`config.mk`:
```
export PLATFORM = sky130hd
export DESIGN_NAME = pht_multiport
export DESIGN_NICKNAME = d
export VERILOG_FILES = /design/src/rtl/pht_multiport_pkg.sv /design/src/rtl/sat_ctr_next.sv /design/src/rtl/sdpram.sv /design/src/rtl/pht_multiport.sv
export SDC_FILE = /design/constraint.sdc
export NUM_CORES = 1
export LEC_CHECK = 0
export CAP_MARGIN = 20
export CORE_UTILIZATION = 40
export CTS_BUF_LIST = sky130_fd_sc_hd__clkbuf_4 sky130_fd_sc_hd__clkbuf_8 sky130_fd_sc_hd__clkbuf_16
export DETAILED_ROUTE_END_ITERATION = 8
export GPL_ROUTABILITY_DRIVEN = 0
export PLACE_DENSITY_LB_ADDON = 0.15
export SYNTH_ARGS = -nofsm -noshare
export SYNTH_HDL_FRONTEND = slang
export SYNTH_SLANG_ARGS = --single-unit
```
`constraint.sdc`:
```
create_clock -name clk -period 5.4 [get_ports clk]
set_clock_uncertainty 0.2 [all_clocks]
set_input_delay 1.35 -clock clk [delete_from_list [all_inputs] [get_ports clk]]
set_output_delay 1.35 -clock clk [all_outputs]
set_load 0.01 [all_outputs]
```
`src/rtl/pht_multiport_pkg.sv`:
```
// Shared branch-predictor definitions for the pattern history table:
// FSM state encoding, the default counter seed, and a slice helper for
// flattened per-port buses.
package pht_multiport_pkg;

    typedef enum logic {
        PHT_INIT = 1'b0,
        PHT_RUN  = 1'b1
    } pht_state_e;

    // Weakly-not-taken seed for a counter of the given width:
    // 2**(w-1)-1, which is 1 for w=2, 3 for w=3, and 0 for w=1.
    function automatic int pht_weak_nt(input int ctr_width);
        return (1 << (ctr_width - 1)) - 1;
    endfunction

endpackage

// Selects element idx of width w from a flattened per-port vector.
`define PHT_SLICE(vec, idx, w) vec[(idx)*(w) +: (w)]

```
`src/rtl/sat_ctr_next.sv`:
```
// Combinational saturating counter update. The sum is formed one bit
// wider than the counter, so overflow and underflow appear in the extra
// bit and are clamped rather than wrapping.
module sat_ctr_next #(
    parameter int CTR_WIDTH = 2
) (
    input  logic [CTR_WIDTH-1:0] ctr,
    input  logic                 taken,
    output logic [CTR_WIDTH-1:0] next
);

    localparam logic [CTR_WIDTH:0] ONE = (CTR_WIDTH + 1)'(1);

    logic [CTR_WIDTH:0] wide;
    logic [CTR_WIDTH:0] up;
    logic [CTR_WIDTH:0] down;

    // Increment or decrement, then clamp at all-ones or at zero.
    // NOTE: every signal written in always_comb gets a value on every path.
    // This is why the defaults come first: they prevent inferred latches.
    always_comb begin
        wide = {1'b0, ctr};
        up   = wide + ONE;
        down = wide - ONE;
        next = ctr;
        if (taken) begin
            next = up[CTR_WIDTH] ? {CTR_WIDTH{1'b1}} : up[CTR_WIDTH-1:0];
        end else begin
            next = down[CTR_WIDTH] ? {CTR_WIDTH{1'b0}} : down[CTR_WIDTH-1:0];
        end
    end

endmodule

```
`src/rtl/sdpram.sv`:
```
// Simple dual-port RAM: one synchronous write port and one synchronous
// read port, with one cycle of read latency. A read of the address being
// written in the same cycle returns the old contents.
module sdpram #(
    parameter int ADDR_WIDTH = 8,
    parameter int DATA_WIDTH = 2
) (
    input  logic                  clk,
    input  logic                  en,
    input  logic                  we,
    input  logic [ADDR_WIDTH-1:0] waddr,
    input  logic [DATA_WIDTH-1:0] wdata,
    input  logic [ADDR_WIDTH-1:0] raddr,
    output logic [DATA_WIDTH-1:0] rdata
);

    logic [DATA_WIDTH-1:0] mem [2**ADDR_WIDTH];

    // Synchronous write and registered read.
    // NOTE: the array has no reset so it maps onto block RAM; whatever owns
    // the RAM must initialise it or mask the reads until it is written.
    // NOTE: sequential state always uses non-blocking assignments, so every
    // read in this block sees the values from before the clock edge.
    always_ff @(posedge clk) begin
        if (en) begin
            if (we) begin
                mem[waddr] <= wdata;
            end
            rdata <= mem[raddr];
        end
    end

endmodule

```
`src/rtl/pht_multiport.sv`:
```
// Multi-read-port pattern history table. Each read port has its own RAM
// replica, and all replicas share one write port. After reset or flush, a
// sweep writes the weakly-not-taken seed to every entry. During the sweep,
// updates are dropped and the outputs are masked. A same-cycle update to
// an index being read is forwarded to that port on the next cycle.
module pht_multiport
    import pht_multiport_pkg::*;
#(
    parameter int ADDR_WIDTH = 8,
    parameter int CTR_WIDTH  = 2,
    parameter int NUM_RPORT  = 2,
    parameter int INIT_CTR   = pht_weak_nt(CTR_WIDTH)
) (
    input  logic                            clk,
    input  logic                            rst_n,
    input  logic                            flush_i,
    input  logic [NUM_RPORT*ADDR_WIDTH-1:0] rindex_i,
    output logic [NUM_RPORT*CTR_WIDTH-1:0]  ctr_o,
    output logic [NUM_RPORT-1:0]            taken_o,
    input  logic                            we_i,
    input  logic [ADDR_WIDTH-1:0]           windex_i,
    input  logic                            taken_i,
    input  logic [CTR_WIDTH-1:0]            ctr_i,
    output logic                            ready_o
);

    localparam logic [CTR_WIDTH-1:0]  INIT_VAL = CTR_WIDTH'(INIT_CTR);
    localparam logic [ADDR_WIDTH-1:0] LAST_IDX = {ADDR_WIDTH{1'b1}};

    pht_state_e            state_q, state_d;
    logic [ADDR_WIDTH-1:0] ptr_q, ptr_d;

    logic                  ram_we;
    logic [ADDR_WIDTH-1:0] ram_waddr;
    logic [CTR_WIDTH-1:0]  ram_wdata;
    logic [CTR_WIDTH-1:0]  next_val;
    logic [CTR_WIDTH-1:0]  rdata [NUM_RPORT];

    logic                  run_wr;
    logic                  mask;
    logic                  mask_q;
    logic [NUM_RPORT-1:0]  hit_d, hit_q;
    logic [CTR_WIDTH-1:0]  fwd_q;

    sat_ctr_next #(
        .CTR_WIDTH (CTR_WIDTH)
    ) u_next (
        .ctr   (ctr_i),
        .taken (taken_i),
        .next  (next_val)
    );

    // An update is accepted only in RUN, and only without a flush in the same cycle.
    assign run_wr  = (state_q == PHT_RUN) && we_i && !flush_i;
    assign ready_o = (state_q == PHT_RUN);

    // State and sweep pointer register.
    always_ff @(posedge clk or negedge rst_n) begin
        if (!rst_n) begin
            state_q <= PHT_INIT;
            ptr_q   <= '0;
        end else begin
            state_q <= state_d;
            ptr_q   <= ptr_d;
        end
    end

    // Next state, sweep pointer and write-port selection.
    always_comb begin
        state_d   = state_q;
        ptr_d     = ptr_q;
        ram_we    = 1'b0;
        ram_waddr = windex_i;
        ram_wdata = next_val;
        case (state_q)
            PHT_INIT: begin
                ram_we    = 1'b1;
                ram_waddr = ptr_q;
                ram_wdata = INIT_VAL;
                if (ptr_q == LAST_IDX) begin
                    // The terminal compare ends the sweep; the pointer is parked at 0.
                    state_d = PHT_RUN;
                    ptr_d   = '0;
                end else begin
                    ptr_d = ptr_q + 1'b1;
                end
            end
            PHT_RUN: begin
                ram_we = run_wr;
            end
            default: begin
                state_d = PHT_INIT;
                ptr_d   = '0;
            end
        endcase
        if (flush_i) begin
            state_d = PHT_INIT;
            ptr_d   = '0;
        end
    end

    // One RAM replica per read port; the write port is broadcast to all of them.
    for (genvar p = 0; p < NUM_RPORT; p++) begin : g_rep
        sdpram #(
            .ADDR_WIDTH (ADDR_WIDTH),
            .DATA_WIDTH (CTR_WIDTH)
        ) u_ram (
            .clk   (clk),
            .en    (1'b1),
            .we    (ram_we),
            .waddr (ram_waddr),
            .wdata (ram_wdata),
            .raddr (`PHT_SLICE(rindex_i, p, ADDR_WIDTH)),
            .rdata (rdata[p])
        );
    end

    // Per-port detection of an accepted update that targets the index being read.
    always_comb begin
        hit_d = '0;
        for (int p = 0; p < NUM_RPORT; p++) begin
            hit_d[p] = run_wr && (windex_i == `PHT_SLICE(rindex_i, p, ADDR_WIDTH));
        end
    end

    // Forwarding flags, the forwarded value, and the output mask for reads issued in INIT.
    always_ff @(posedge clk or negedge rst_n) begin
        if (!rst_n) begin
            mask_q <= 1'b1;
            hit_q  <= '0;
            fwd_q  <= INIT_VAL;
        end else begin
            mask_q <= (state_q == PHT_INIT);
            hit_q  <= hit_d;
            fwd_q  <= next_val;
        end
    end

    // The output is masked while sweeping, and for the read that was issued
    // during the last sweep cycle.
    assign mask = (state_q == PHT_INIT) || mask_q;

    // Per-port readout: the seed when masked, else the forwarded value, else the RAM.
    always_comb begin
        ctr_o   = '0;
        taken_o = '0;
        for (int p = 0; p < NUM_RPORT; p++) begin
            if (mask) begin
                `PHT_SLICE(ctr_o, p, CTR_WIDTH) = INIT_VAL;
                taken_o[p] = INIT_VAL[CTR_WIDTH-1];
            end else if (hit_q[p]) begin
                `PHT_SLICE(ctr_o, p, CTR_WIDTH) = fwd_q;
                taken_o[p] = fwd_q[CTR_WIDTH-1];
            end else begin
                `PHT_SLICE(ctr_o, p, CTR_WIDTH) = rdata[p];
                taken_o[p] = rdata[p][CTR_WIDTH-1];
            end
        end
    end

endmodule

```
# Yosys cells after proc, flatten, opt, wreduce, memory -nomap -nowiden
# Memories as Yosys holds them, arrays and structs flattened. A register that Yosys moved wholly into a read port is not among the register bits.
# Index checks and enable logic that the tools add are counted.
# totals
word_cells,43
output_inout_bits,7
mem_count,2
input_bits,31
ramBits,1024
register_bits,14
# mem_list
name,words,width,rd,rd_clocked_by_memory_dff,write_ports,line,rtl
g_rep[0].u_ram.mem,256,2,1,1,1,sdpram.sv:17,logic [DATA_WIDTH-1:0] mem [2**ADDR_WIDTH];
g_rep[1].u_ram.mem,256,2,1,1,1,sdpram.sv:17,
# classes
addsub,3
n_reduce_logical,6
n_bitwise,1
n_eq_ne,4
n_mux,22
# op_table
cell,count
$mux 8,4
$eq 8x8->1,2
$mux 2,8
$mux 1,9
$add 8x1->8 const B,1
$eq 8x8->1 const B,1
$logic_and 1x1->1,4
$add 2x1->3 const B,1
$sub 2x1->3 const B,1
$ne 2x2->1 const B,1
$pmux 1 s2,1
$logic_not 1->1,1
$logic_or 1x1->1,1
$not 1->1,1

# Logic depth before layout (Yosys ltp)
# logic_depth
word_depth,5
mapped_depth,11
depth_no_buf,7

# Cells and area by module
# Synthesis repeated with hierarchy kept, for this count alone.
# hier_totals
cells_unflattened,2702
hier_area_um2,43908.4
# by_module_without_submodules
mod,seq_area_each_um2,cells_per_inst,area_per_inst_um2,n_inst
sdpram,15434.8,1298,21453.1,2
pht_multiport,352.8,103,975.9,1
sat_ctr_next,0.0,3,26.3,1

# Least setup slack after synthesis
# No wires, ideal clock.
# synth_timing
path_type,input to register
startpoint,input port ctr_i[0]
endpoint,"memory g_rep[0].u_ram.mem[247][0], data pin"
t_required_ps,4300
arrival_ps,4955
n_path_buf,0
setup_slack_ps,-655
setup_ps,900
cell_stages,3
path_cell_list,inv_1 > maj3_1 > nand2b_1
# synth_between
elab_chain_len,4
word_cells_on_any_way,6
cone_classes,add/sub (2); mux (4)
# synth_lines
element,line,rtl
"start, declared",pht_multiport.sv:23,"input logic [CTR_WIDTH-1:0] ctr_i,"
$sub 2x1->3 or $add 2x1->3 (tied branches),"sat_ctr_next.sv:24, sat_ctr_next.sv:23",
$mux 2 (on tied branches),"sat_ctr_next.sv:29, sat_ctr_next.sv:27",
$mux 2 (*),sat_ctr_next.sv:26,if (taken) begin
named net next_val[0],pht_multiport.sv:36,logic [CTR_WIDTH-1:0] next_val;
$mux 2 (*),pht_multiport.sv:75,case (state_q)
named net g_rep[0].u_ram.wdata[0],sdpram.sv:12,"input logic [DATA_WIDTH-1:0] wdata,"
"end, declared",sdpram.sv:17,
# Mark *: on every way through the listed nets, which the timed path passes. The rest lies on a longest branch.

# Worst setup path in the final report
# layout_timing
startpoint,input port windex_i[2]
endpoint,"memory g_rep[1].u_ram.mem[166][0], enable pin"
# layout_between
elab_chain_len,1
# layout_lines
element,line,rtl
"start, declared",pht_multiport.sv:21,"input logic [ADDR_WIDTH-1:0] windex_i,"
$mux 8,pht_multiport.sv:75,
"end, declared",sdpram.sv:17,
# No other way between the ends.

==> out/summary.txt <==
DRC -> 2
Final hold violations -> 0
Commonest non-fill, non-tap cell in the layout -> edfxtp_1
CTS sink count -> 530
RSZ-0062 raised after global routing -> false
Setup bufs post-CTS -> 0
TritonRoute pass-1 iters -> 7
Vias in the first global route -> 17,900
Primary FF master, synth -> edfxtp_1
FF-to-FF setup slack -> 1570 ps
Final setup viols -> 0
Commonest cells after routing, fill and taps aside -> edfxtp_1 (512), nor2_1 (291), mux2i_1 (211)
Final #Nets -> 1,930
Cts bufs inserted -> 60
Area grow syn2layout -> 13.3%
Final Non-Filler Cells -> 2,813
WL final -> 88.8 mm
CP max FO -> 14
DR WL/cell -> 31.6 µm
Clock Latency Late Sink -> 650 ps
Number of I/O pins -> 38
Netlist cell types -> 68
Max clock buf depth -> 3
Initial core utilization -> 40.6%
Total Routing Usage GR -> 26.4%
Post-synthesis sequential area ratio -> 59.1%
Crit share post-route -> 78.2%
Drt first-iter violations -> 1,842
Port buffer count -> 37
Failing checks -> DRC
Syn nets -> 1,882
P_leak -> 10.1 nW
YS warnings -> 0
#FFs+latches synth -> 530
DR vias/cell -> 6.26
Post-synth ARST share -> 2.64%
Largest net degree at the start of global routing -> 108
Worst slew margin -> 24.3%
Hold_buf cts -> 0
Critical Path Start Type -> input pin
Clock-pin slew on the worst setup and hold paths -> 70 ps
Die Wd -> 261 µm
CP Class -> in2reg
Std cell rows -> 94
Worst EP arrival -> 4330 ps
Max VDD drop -> 0.000260 V
Status -> finished, violations left
Share of cells above drive strength 1 -> 20.5%
Mean Syn Cell Area -> 14.5 µm²
Setup TNS -> 0 ps
TritonCTS clock tree -> done
Post-CTS resize count -> 0
Post-DP HPWL -> 58.6 mm
CP peak stage delay -> 840 ps
Die Y -> 261 µm
Worst path cell trace -> clkdlybuf4s50_1 -> nand2_1 -> o32ai_1 -> o21ai_0 -> nand2b_1 -> nor2_1
PwrDens -> 313 nW/µm²
Mapped Cells -> 1,850
GRT overflow -> 0
Depth of the CTS H-tree -> 2
Number of enable flip-flop cells after synthesis -> 512
First-pass GRT wire length -> 128 mm
Worst path required time -> 5510 ps
Post-Syn Area -> 26,800 µm²
Slew @ Worst Pin -> 1140 ps
Max Slew Vio Count -> 0
Placed cell count -> 2,699
Clk root buf -> clkbuf_16
Worst Hold Class -> reg2reg
Core area -> 66,000 µm²
Die area -> 67,900 µm²
Min Clock Period, post-route -> 4220 ps
Max stage delay cell, worst path -> nand2b_1
Vias -> 17,600
CP Capture Type -> flip-flop
Max Clk Rate -> 237 MHz
ANT cells -> 0
Initial antenna violation count -> 2
Max-cap violations -> 0
Post-DRT Antenna Nets -> 0
[metal layers]
layer | vias to the layer above | GRT usage [%] | part of all wire (%)
met3 | 148 | 4.68 | 8.2
li1 | 7444 | - | -
met1 | 9168 | 37.0 | 42
met4 | 2 | 8.80 | 3.0
met5 | - | 0 | 0.015
met2 | 845 | 41.7 | 47
[worst paths after layout]
| path | start | to | depth (start not counted) |
|---|---|---|---|
| setup / recovery | windex_i[2] | g_rep[1].u_ram.mem[166][0]$_DFFE_PP_ | 6 |
| hold / removal | ptr_q[3]$_DFFE_PN0P_ | ptr_q[3]$_DFFE_PN0P_ | 1 |
| max in group asynchronous | rst_n | fwd_q[1]$_DFF_PN0_ | 1 |
| hold reg to reg | ptr_q[3]$_DFFE_PN0P_ | ptr_q[3]$_DFFE_PN0P_ | 1 |
| setup reg to reg | ready_o$_DFF_PN0_ | g_rep[1].u_ram.mem[166][0]$_DFFE_PP_ | 5 |
| min in group asynchronous | rst_n | ptr_q[1]$_DFFE_PN0P_ | 1 |
[state kept, by name (all words and copies together) (netlist names)]
signal	count
g_rep.u_ram.rdata	4
fwd_q	2
ptr_q	8
hit_q	2
g_rep.u_ram.mem	512
mask_q	1
ready_o	1
[stage by stage]
stage | instance area [µm²] | utilization [%] | total power (W) | hold WS [ps] | worst slack (ps)
floorplan | 26800 | - | 0.00501 | 308 | 1260
global placement | 28200 | 42.8 | 0.00530 | 334 | 786
detailed placement | 28200 | 42.8 | 0.00530 | 365 | 638
CTS | 30300 | 45.9 | 0.00954 | 374 | 1300
global route | 30300 | 46.0 | 0.00971 | 403 | 1140
finish | 30300 | 46.0 | 0.00950 | 390 | 1180
[area by class of cell]
| class | instances | area, µm² |
|---|---|---|
| Clock buffer | 74 | 1640 |
| Clock inverter | 39 | 423 |
| Fill cell | 5819 | 35600 |
| Inverter | 24 | 90.1 |
| Multi-Input combinational cell | 1145 | 10000 |
| Sequential cell | 530 | 15800 |
| Tap cell | 864 | 1080 |
| Timing Repair Buffer | 137 | 1240 |
[Yosys cell counts (22+ instances only)]
cell type | count | area (µm²)
inv_1 | 22 | 82.6
nand2_1 | 79 | 297
nor2_1 | 291 | 1090
nand3_1 | 36 | 180
mux4_2 | 159 | 3580
edfxtp_1 | 512 | 15400
buf_2 | 25 | 125
o22ai_1 | 61 | 382
buf_4 | 38 | 285
mux2i_1 | 211 | 2110
clkbuf_1 | 66 | 248
[cells by family (layout without fill, tap and decap cells)]
kind of cell	after synthesis	count (layout)	share of synthesized area, %
and+or+nand+nor	505	505	8.16
buffers and inverters	175	274	3.44
xor gates and xnor gates	20	20	0.654
AOI/OAI and AO/OA	223	223	6.11
DFF	530	530	59.1
muxes	394	394	22.4
adders and majority gates	3	3	0.122
[power by group]
group	internal, W	leakage (nW)	switching [W]
combinational	0.000295	4.07	0.000465
clock	0.00254	1.04	0.00173
sequential	0.00445	5.03	0.0000120
[critical path: cells and delay by family]
family          cells  cell delay (ps)
compound gates      2             1020
buf+inv             1              580
simple gates        3             1360
Power figures use the tool's default switching activity.
